## src/rtl/atm_account_ctrl.sv

```systemverilog
// ATM account controller: card/PIN session FSM over a small bank of account
// balances, with lockout after repeated wrong PINs and per-state idle timeout.
module atm_account_ctrl #(
  parameter int          NUM_ACCT    = 4,
  parameter int          BAL_W       = 32,
  parameter int          PIN_W       = 16,
  parameter int          MAX_TRIES   = 3,
  parameter int          TIMEOUT_CYC = 255,
  parameter logic [63:0] BAL_INIT    = 64'd1000000,
  parameter logic [63:0] PIN_INIT    = 64'h000A,
  localparam int         AID_W       = $clog2(NUM_ACCT)
) (
  input  logic             clk,
  input  logic             reset,
  input  logic             card_in,
  input  logic [AID_W-1:0] acct_id,
  input  logic             lang_valid,
  input  logic             pin_valid,
  input  logic [PIN_W-1:0] pin,
  input  logic             op_valid,
  input  logic [1:0]       op_code,
  input  logic             amt_valid,
  input  logic [BAL_W-1:0] amount,
  output logic [3:0]       state,
  output logic [BAL_W-1:0] balance_out,
  output logic             show_balance,
  output logic             dep_ok,
  output logic             dep_err,
  output logic             wd_ok,
  output logic             wd_denied,
  output logic             pin_err,
  output logic             card_ejected,
  output logic             card_retained
);

  localparam int TRY_W = $clog2(MAX_TRIES + 1);
  localparam int TMR_W = $clog2(TIMEOUT_CYC + 1);
  localparam logic [BAL_W-1:0] BAL_RST = BAL_INIT[BAL_W-1:0];
  localparam logic [PIN_W-1:0] PIN_RST = PIN_INIT[PIN_W-1:0];

  typedef enum logic [3:0] {
    S_IDLE   = 4'd0,
    S_LANG   = 4'd1,
    S_PIN    = 4'd2,
    S_MENU   = 4'd3,
    S_DEP    = 4'd4,
    S_WD     = 4'd5,
    S_UPDATE = 4'd6,
    S_SHOW   = 4'd7,
    S_EJECT  = 4'd8,
    S_RETAIN = 4'd9
  } state_t;

  state_t             state_reg;
  logic [BAL_W-1:0]   bal_mem [NUM_ACCT];
  logic [PIN_W-1:0]   pin_mem [NUM_ACCT];
  logic [NUM_ACCT-1:0] lock_reg;
  logic [AID_W-1:0]   acct_reg;
  logic [BAL_W-1:0]   amt_reg;
  logic               is_dep_reg;
  logic [TRY_W-1:0]   tries_reg;
  logic [TMR_W-1:0]   tmr_reg;

  logic [BAL_W-1:0]   balance_out_reg;
  logic show_balance_reg, dep_ok_reg, dep_err_reg, wd_ok_reg, wd_denied_reg;
  logic pin_err_reg, card_ejected_reg, card_retained_reg;

  logic [BAL_W-1:0] sel_bal;
  logic [PIN_W-1:0] sel_pin;
  logic [BAL_W-1:0] upd_bal;
  logic             dep_ovf;
  logic             any_strobe;
  logic             timed;
  logic             card_drop;
  logic             timeout;

  assign sel_bal    = bal_mem[acct_reg];
  assign sel_pin    = pin_mem[acct_reg];
  assign upd_bal    = is_dep_reg ? (sel_bal + amt_reg) : (sel_bal - amt_reg);
  // balance + amount overflows exactly when amount exceeds the headroom ~balance
  assign dep_ovf    = (amount > ~sel_bal);
  assign any_strobe = lang_valid | pin_valid | op_valid | amt_valid;
  assign timed      = (state_reg == S_LANG) || (state_reg == S_PIN) || (state_reg == S_MENU) ||
                      (state_reg == S_DEP)  || (state_reg == S_WD)  || (state_reg == S_SHOW);
  assign card_drop  = !card_in && (state_reg != S_IDLE) && (state_reg != S_EJECT) &&
                      (state_reg != S_RETAIN);
  assign timeout    = timed && !any_strobe && (tmr_reg == TMR_W'(TIMEOUT_CYC - 1));

  always_ff @(posedge clk or posedge reset) begin
    if (reset) begin
      state_reg         <= S_IDLE;
      lock_reg          <= '0;
      acct_reg          <= '0;
      amt_reg           <= '0;
      is_dep_reg        <= 1'b0;
      tries_reg         <= '0;
      tmr_reg           <= '0;
      balance_out_reg   <= '0;
      show_balance_reg  <= 1'b0;
      dep_ok_reg        <= 1'b0;
      dep_err_reg       <= 1'b0;
      wd_ok_reg         <= 1'b0;
      wd_denied_reg     <= 1'b0;
      pin_err_reg       <= 1'b0;
      card_ejected_reg  <= 1'b0;
      card_retained_reg <= 1'b0;
      for (int i = 0; i < NUM_ACCT; i++) begin
        bal_mem[i] <= BAL_RST;
        pin_mem[i] <= PIN_RST;
      end
    end else begin
      dep_ok_reg        <= 1'b0;
      dep_err_reg       <= 1'b0;
      wd_ok_reg         <= 1'b0;
      wd_denied_reg     <= 1'b0;
      pin_err_reg       <= 1'b0;
      card_ejected_reg  <= (state_reg == S_EJECT);
      card_retained_reg <= (state_reg == S_RETAIN);
      show_balance_reg  <= 1'b0;
      balance_out_reg   <= '0;
      tmr_reg           <= (any_strobe || !timed) ? '0 : tmr_reg + TMR_W'(1);

      // A pulled card or an idle timeout pre-empts everything, including a
      // pending UPDATE, whose write is then abandoned.
      if (card_drop || timeout) begin
        state_reg <= S_EJECT;
      end else begin
        case (state_reg)
          S_IDLE: begin
            if (card_in) begin
              acct_reg  <= acct_id;
              state_reg <= lock_reg[acct_id] ? S_RETAIN : S_LANG;
            end
          end
          S_LANG: begin
            if (lang_valid) state_reg <= S_PIN;
          end
          S_PIN: begin
            if (pin_valid) begin
              if (pin == sel_pin) begin
                tries_reg <= '0;
                state_reg <= S_MENU;
              end else begin
                pin_err_reg <= 1'b1;
                if (tries_reg == TRY_W'(MAX_TRIES - 1)) begin
                  lock_reg[acct_reg] <= 1'b1;
                  tries_reg          <= '0;
                  state_reg          <= S_RETAIN;
                end else begin
                  tries_reg <= tries_reg + TRY_W'(1);
                end
              end
            end
          end
          S_MENU, S_SHOW: begin
            if (op_valid) begin
              case (op_code)
                2'b00: state_reg <= S_EJECT;
                2'b01: begin
                  state_reg        <= S_SHOW;
                  show_balance_reg <= 1'b1;
                  balance_out_reg  <= sel_bal;
                end
                2'b10: state_reg <= S_DEP;
                default: state_reg <= S_WD;
              endcase
            end else if (state_reg == S_SHOW) begin
              show_balance_reg <= 1'b1;
              balance_out_reg  <= balance_out_reg;
            end
          end
          S_DEP: begin
            if (amt_valid) begin
              amt_reg    <= amount;
              is_dep_reg <= 1'b1;
              if (dep_ovf) begin
                dep_err_reg <= 1'b1;
                state_reg   <= S_MENU;
              end else begin
                state_reg <= S_UPDATE;
              end
            end
          end
          S_WD: begin
            if (amt_valid) begin
              amt_reg    <= amount;
              is_dep_reg <= 1'b0;
              if (amount > sel_bal) begin
                wd_denied_reg <= 1'b1;
                state_reg     <= S_MENU;
              end else begin
                state_reg <= S_UPDATE;
              end
            end
          end
          S_UPDATE: begin
            bal_mem[acct_reg] <= upd_bal;
            dep_ok_reg        <= is_dep_reg;
            wd_ok_reg         <= !is_dep_reg;
            show_balance_reg  <= 1'b1;
            balance_out_reg   <= upd_bal;
            state_reg         <= S_SHOW;
          end
          S_EJECT, S_RETAIN: begin
            tries_reg <= '0;
            state_reg <= S_IDLE;
          end
          default: state_reg <= S_IDLE;
        endcase
      end
    end
  end

  assign state         = state_reg;
  assign balance_out   = balance_out_reg;
  assign show_balance  = show_balance_reg;
  assign dep_ok        = dep_ok_reg;
  assign dep_err       = dep_err_reg;
  assign wd_ok         = wd_ok_reg;
  assign wd_denied     = wd_denied_reg;
  assign pin_err       = pin_err_reg;
  assign card_ejected  = card_ejected_reg;
  assign card_retained = card_retained_reg;

endmodule

```

## config.mk

```make
export PLATFORM = sky130hd
export DESIGN_NAME = atm_account_ctrl
export DESIGN_NICKNAME = d
export VERILOG_FILES = /design/src/rtl/atm_account_ctrl.sv
export SDC_FILE = /design/constraint.sdc
export NUM_CORES = 1
export LEC_CHECK = 0
export CAP_MARGIN = 20
export CORE_MARGIN = 3
export CORE_UTILIZATION = 30
export CTS_CLUSTER_SIZE = 8
export DETAILED_ROUTE_END_ITERATION = 10
export RECOVER_POWER = 25
export SLEW_MARGIN = 10
export SYNTH_ARGS = -nofsm -noshare
export SYNTH_HDL_FRONTEND = slang
export SYNTH_SLANG_ARGS = --single-unit
```

## constraint.sdc

```tcl
create_clock -name clk -period 12.4 [get_ports clk]
set_input_delay 3.1 -clock clk [delete_from_list [all_inputs] [get_ports clk]]
set_output_delay 3.1 -clock clk [all_outputs]
set_load 0.02 [all_outputs]
```

[Yosys cells after proc, flatten, opt, wreduce, memory -nomap -nowiden]
Index checks and enable logic that the tools add are counted.
Cells by class
  muxes and demuxes: 62
  reduce and logical (&&, ||, !) cells: 33
  add/subtract/negate cells: 4
  $mul: 0
  divide/modulo/power cells: 0
  equality and inequality tests: 27
  order comparisons: 7
  bitwise operators: 8
  shift-type cells: 0
Operator list (count)
  $mux 32: 8
  $bwmux 128: 1
  $bmux 32 s2: 1
  $demux 32 s2: 1
  $gt 32x32->1: 2
  $pmux 32 s2: 1
  $mux 4: 10
  $add 32x32->32: 1
  $bmux 16 s2: 1
  $mux 16: 2
  $not 32->32: 1
  $sub 32x32->32: 1
  $pmux 4 s7: 1
  $mux 1: 24
  $eq 16x16->1: 1
  $eq 4x3->1 const B: 4
  $ne 3x2->1 const B: 4
  $ne 4x4->1 const B: 3
  $pmux 4 s3: 1
  $reduce_and 3->1: 3
  $add 8x1->8 const B: 1
  $eq 4x2->1 const B: 2
  $eq 4x4->1 const B: 2
  $eq 8x8->1 const B: 1
  34 further kinds: 64
Word-level totals
  memories kept: 0
  memory bits (read-only): 0
  bits in writable memories: 0
  output and inout port bits: 44
  word-level logic and storage cells: 161
  input port bits: 59
  bits in latches: 0
  flip-flop bits (word level): 221

[Longest topological paths before layout]
  word-level depth: 11
  depth in mapped cells: 16
  depth with buffers taken out: 15

[Worst setup path before layout]
No wires, ideal clock.
  path type: in2reg
  from: in pin_valid
  to: reg amt_reg[10]
  data required time: 12.275 ns
  stages: 9
  path buffers: 3
  setup time: 0.125 ns
  slack: 7.181 ns
  arrival time: 5.095 ns
  path through: or4_1 or3_1 buf_2 o22ai_4 buf_4 inv_1 nand3_2 buf_6 mux2_2
Between the ends
  word-level cells in the longest chain between the ends: 9
RTL lines
  from (decl): line 18  | input logic pin_valid,
  $or 1x1->1 (3 in series): line 82  | assign any_strobe = lang_valid | pin_valid | op_valid | amt_valid;
  $logic_not 1->1: line 87  | assign timeout = timed && !any_strobe && (tmr_reg == TMR_W'(TIMEOUT_CYC - 1));
  $logic_and 1x1->1 (2 in series): line 87
  $logic_or 1x1->1: line 125  | if (card_drop || timeout) begin
  $not 1->1 (no source line)
  $reduce_and 3->1 (no source line)
  to (signal assigned): line 174  | amt_reg <= amount;
  to (signal assigned): line 186  | amt_reg <= amount;
  to (decl): line 59  | logic [BAL_W-1:0] amt_reg;
Every way passes these cells.
A chain may end at the register's enable or synchronous reset.

[Final worst setup path]
  from: in pin_valid
  to: reg bal_mem[97] in the netlist's numbering
Between the ends
  word-level cells in the longest chain between the ends: 9
RTL lines
  $or 1x1->1 (3 in series): line 82
  $logic_not 1->1: line 87
  $logic_and 1x1->1 (2 in series): line 87
  $logic_or 1x1->1: line 125
  $not 1->1 (no source line)
  $reduce_and 2->1 (no source line)
  to (signal, indexed assignment): line 197  | bal_mem[acct_reg] <= upd_bal;
  to (decl): line 55  | logic [BAL_W-1:0] bal_mem [NUM_ACCT];
Every way passes these cells.

==> results.md <==
- Skew-Pair Late Insertion Delay: 0.56 ns
- Maximum clock path buffer count: 3
- Cell Area, Synth: 12800 sq um
- Synth Register Bits: ~210
- Largest net degree at the start of global routing: 78
- First-pass GRT wire length: roughly 55 mm
- Die height: between 200 and 250 um
- Max reg flops: approximately 130
- DRT iter0 DRCs: between 600 and 700
- Post-synthesis cell count: 1283
- Register area share after synthesis: between 40% and 50%
- Cell Pwr Density: around 230 nW/um^2
- Relative slew slack: -137%
- Initial core utilization: a little under a third
- EDFF count, synth: 0
- Yosys cell types: a little over 70
- Syn-to-layout area delta: 16.8%
- Vias/cell: roughly 5
- Core area: about 42000 sq um
- Worst slew pin tran: approximately 3.5 ns
- Worst Setup End Kind: flip-flop
- DRC viols: 0
- Worst hold path depth: 2
- # H-tree levels: 1
- Worst Reg-to-Reg Cells: 11
- Wire per inst: 17.9 um
- Crit start category: input port
- Worst VDD drop: ~0.00011 V
- RSZ-0062 raised after global routing: no
- Final WS setup: 6.05 ns
- Fin nets: 1521
- Hold_buf cts: 0
- I/O Pins: a little over 100
- Primary FF master, synth: dfrtp_1
- FMAX: approximately 160 MHz
- Status: finished, violations left
- CTS tree: done
- Min Tclk post-route: 6.35 ns
- GP Congestion: slightly below 0.9
- Post-synth net total: roughly 1500
- Row cnt: 75
- Fin crit share: between 50% and 60%
- Clk sinks: between 200 and 250
- Static leakage: roughly 6.5 nW
- Post_cts resized: 0
- Synth warn: between 60 and 70
- Root Driver: clkbuf_16
- Placed cells: 1859
- Hold slack: roughly 0.47 ns
- Critical Path RT: roughly 13 ns
- Final Max Slew Viols: 78
- Final setup fails: 0
- CTS buffer count: 30
- Max Cap Viol: 1
- Total GRT Usage: 15.3%
- Port buffer count: 85
- Pre-CTS setup slack: 5.59 ns
- Overflow after GRT: 0
- Total power: 3.49 mW
- Placed wire-length estimate: 23.8 mm
- DRT antenna net count: 0
- Routed via count: ~10000
- Critical path class: in -> reg
- Die area: 45300 sq um
- N_diodes: 0
- Die X: 213 um
- CP max FO: 62
- Fin. Hold Viols: 0
- 1st-pass router iterations: 7
- WL final: 34.3 mm
- Final TNS setup: 0 ns
- Initial antenna violation count: 0
- Hold Crit Class: reg -> reg
- Post-synth ARST share: between 90% and 100%
- Non-Filler Instances: around 1900
- Number of global-route vias before repair: approximately 9900
- Failing checks: max-capacitance violations, max-slew violations
- Critical Path AT: ~6.8 ns
- Setup Skew: 0.0165 ns
- Avg Cell Area, Syn: between 10 and 15 sq um
- Layout cell share with drive strength beyond 1: 12.2%
- Worst-path clk slew: approximately 0.05 ns
- Post-CTS Setup Inserts: 0
-- cells in the mapped netlist, drive strengths merged (19+ instances only) --
master / count / area (sq um)
dfrtp: 186 / 4650
o21ai: 174 / 871
nand2: 155 / 584
ha: 108 / 1350
a21oi: 77 / 385
nor2: 68 / 255
inv: 58 / 218
xor2: 48 / 420
mux2: 42 / 473
mux4: 32 / 721
clkbuf: 31 / 141
buf: 28 / 210
dfstp: 28 / 736
a22oi: 27 / 203
nor3: 24 / 120
nand3: 19 / 110
xnor2: 19 / 166
-- placed cells by master, fill, tap and decap left out, types with 31 or more instances in the layout --
cell type / instances
inv_1: 57
mux2_2: 42
a21oi_1: 77
ha_1: 108
mux4_2: 32
xor2_1: 48
clkbuf_16: 31
nand2_1: 154
dfrtp_1: 185
nor2_1: 68
o21ai_0: 166
clkdlybuf4s50_1: 82
-- through the flow --
stage                     instance area [sq um]  util, %
after global routing                      15000     35.6
after global placement                    14100     33.5
after floorplan                           12800        -
final                                     15000     35.6
after CTS                                 15000     35.5
after detailed placement                  14100     33.5
-- power breakdown --
group / total, mW / switching (mW) / internal (mW)
clock: 0.767 / 0.306 / 0.462
combinational: 1.70 / 1.06 / 0.644
sequential: 1.02 / 0.150 / 0.868
total: 3.49 / 1.51 / 1.97
-- area by class of cell --
| cell class | count | area, sq um |
|---|---|---|
| inverter | 58 | 219 |
| clock buffer | 55 | 866 |
| sequential | 214 | 5390 |
| tap | 539 | 674 |
| timing repair buffer | 97 | 953 |
| multi-input combinational | 952 | 6880 |
| fill | 4210 | 27100 |
-- worst max-delay path, cell delays in order --
cell and delay [ns]:
dlygate4sd3_1 0.56, or4_1 0.50, or3_1 0.52, o22ai_4 0.39, or2b_4 0.52, or3_2 0.20
buf_4 0.56, mux2_2 0.40
-- path summary, 6_finish.rpt --
path,start,endpoint,slack (ns)
worst min-delay path,bal_mem[37]$_DFFE_PP0P_,bal_mem[37]$_DFFE_PP0P_,0.47
worst min register to register,bal_mem[37]$_DFFE_PP0P_,bal_mem[37]$_DFFE_PP0P_,0.47
min in group asynchronous,reset,amt_reg[14]$_DFFE_PP0P_,4.05
max in group asynchronous,reset,bal_mem[121]$_DFFE_PP0P_,6.27
worst max-delay path,pin_valid,bal_mem[97]$_DFFE_PP0P_,6.05
worst max register to register,acct_reg[0]$_DFFE_PP0P_,bal_mem[61]$_DFFE_PP0P_,7.39
-- metal layers --
| metal | up-vias | share of wire, % | track usage, % |
|---|---|---|---|
| met2 | 244 | 44 | 23.3 |
| met5 | - | 0 | 0 |
| li1 | 4714 | - | - |
| met4 | 0 | 2.2 | 3.79 |
| met3 | 57 | 5.9 | 3.44 |
| met1 | 4756 | 48 | 22.0 |
-- kinds of logic after synthesis --
kind of cell	after synthesis	share of synthesized area (%)
AND/OR/NAND/NOR	351	13.1
AO/OA/AOI/OAI	349	15.8
flip-flops	214	42.0
adder cells (fa/ha/maj)	109	10.7
other	1	0.0292
multiplexers	75	9.38
buffers and inverters	117	4.44
XOR/XNOR	67	4.57
Power figures use the tool's default switching activity.
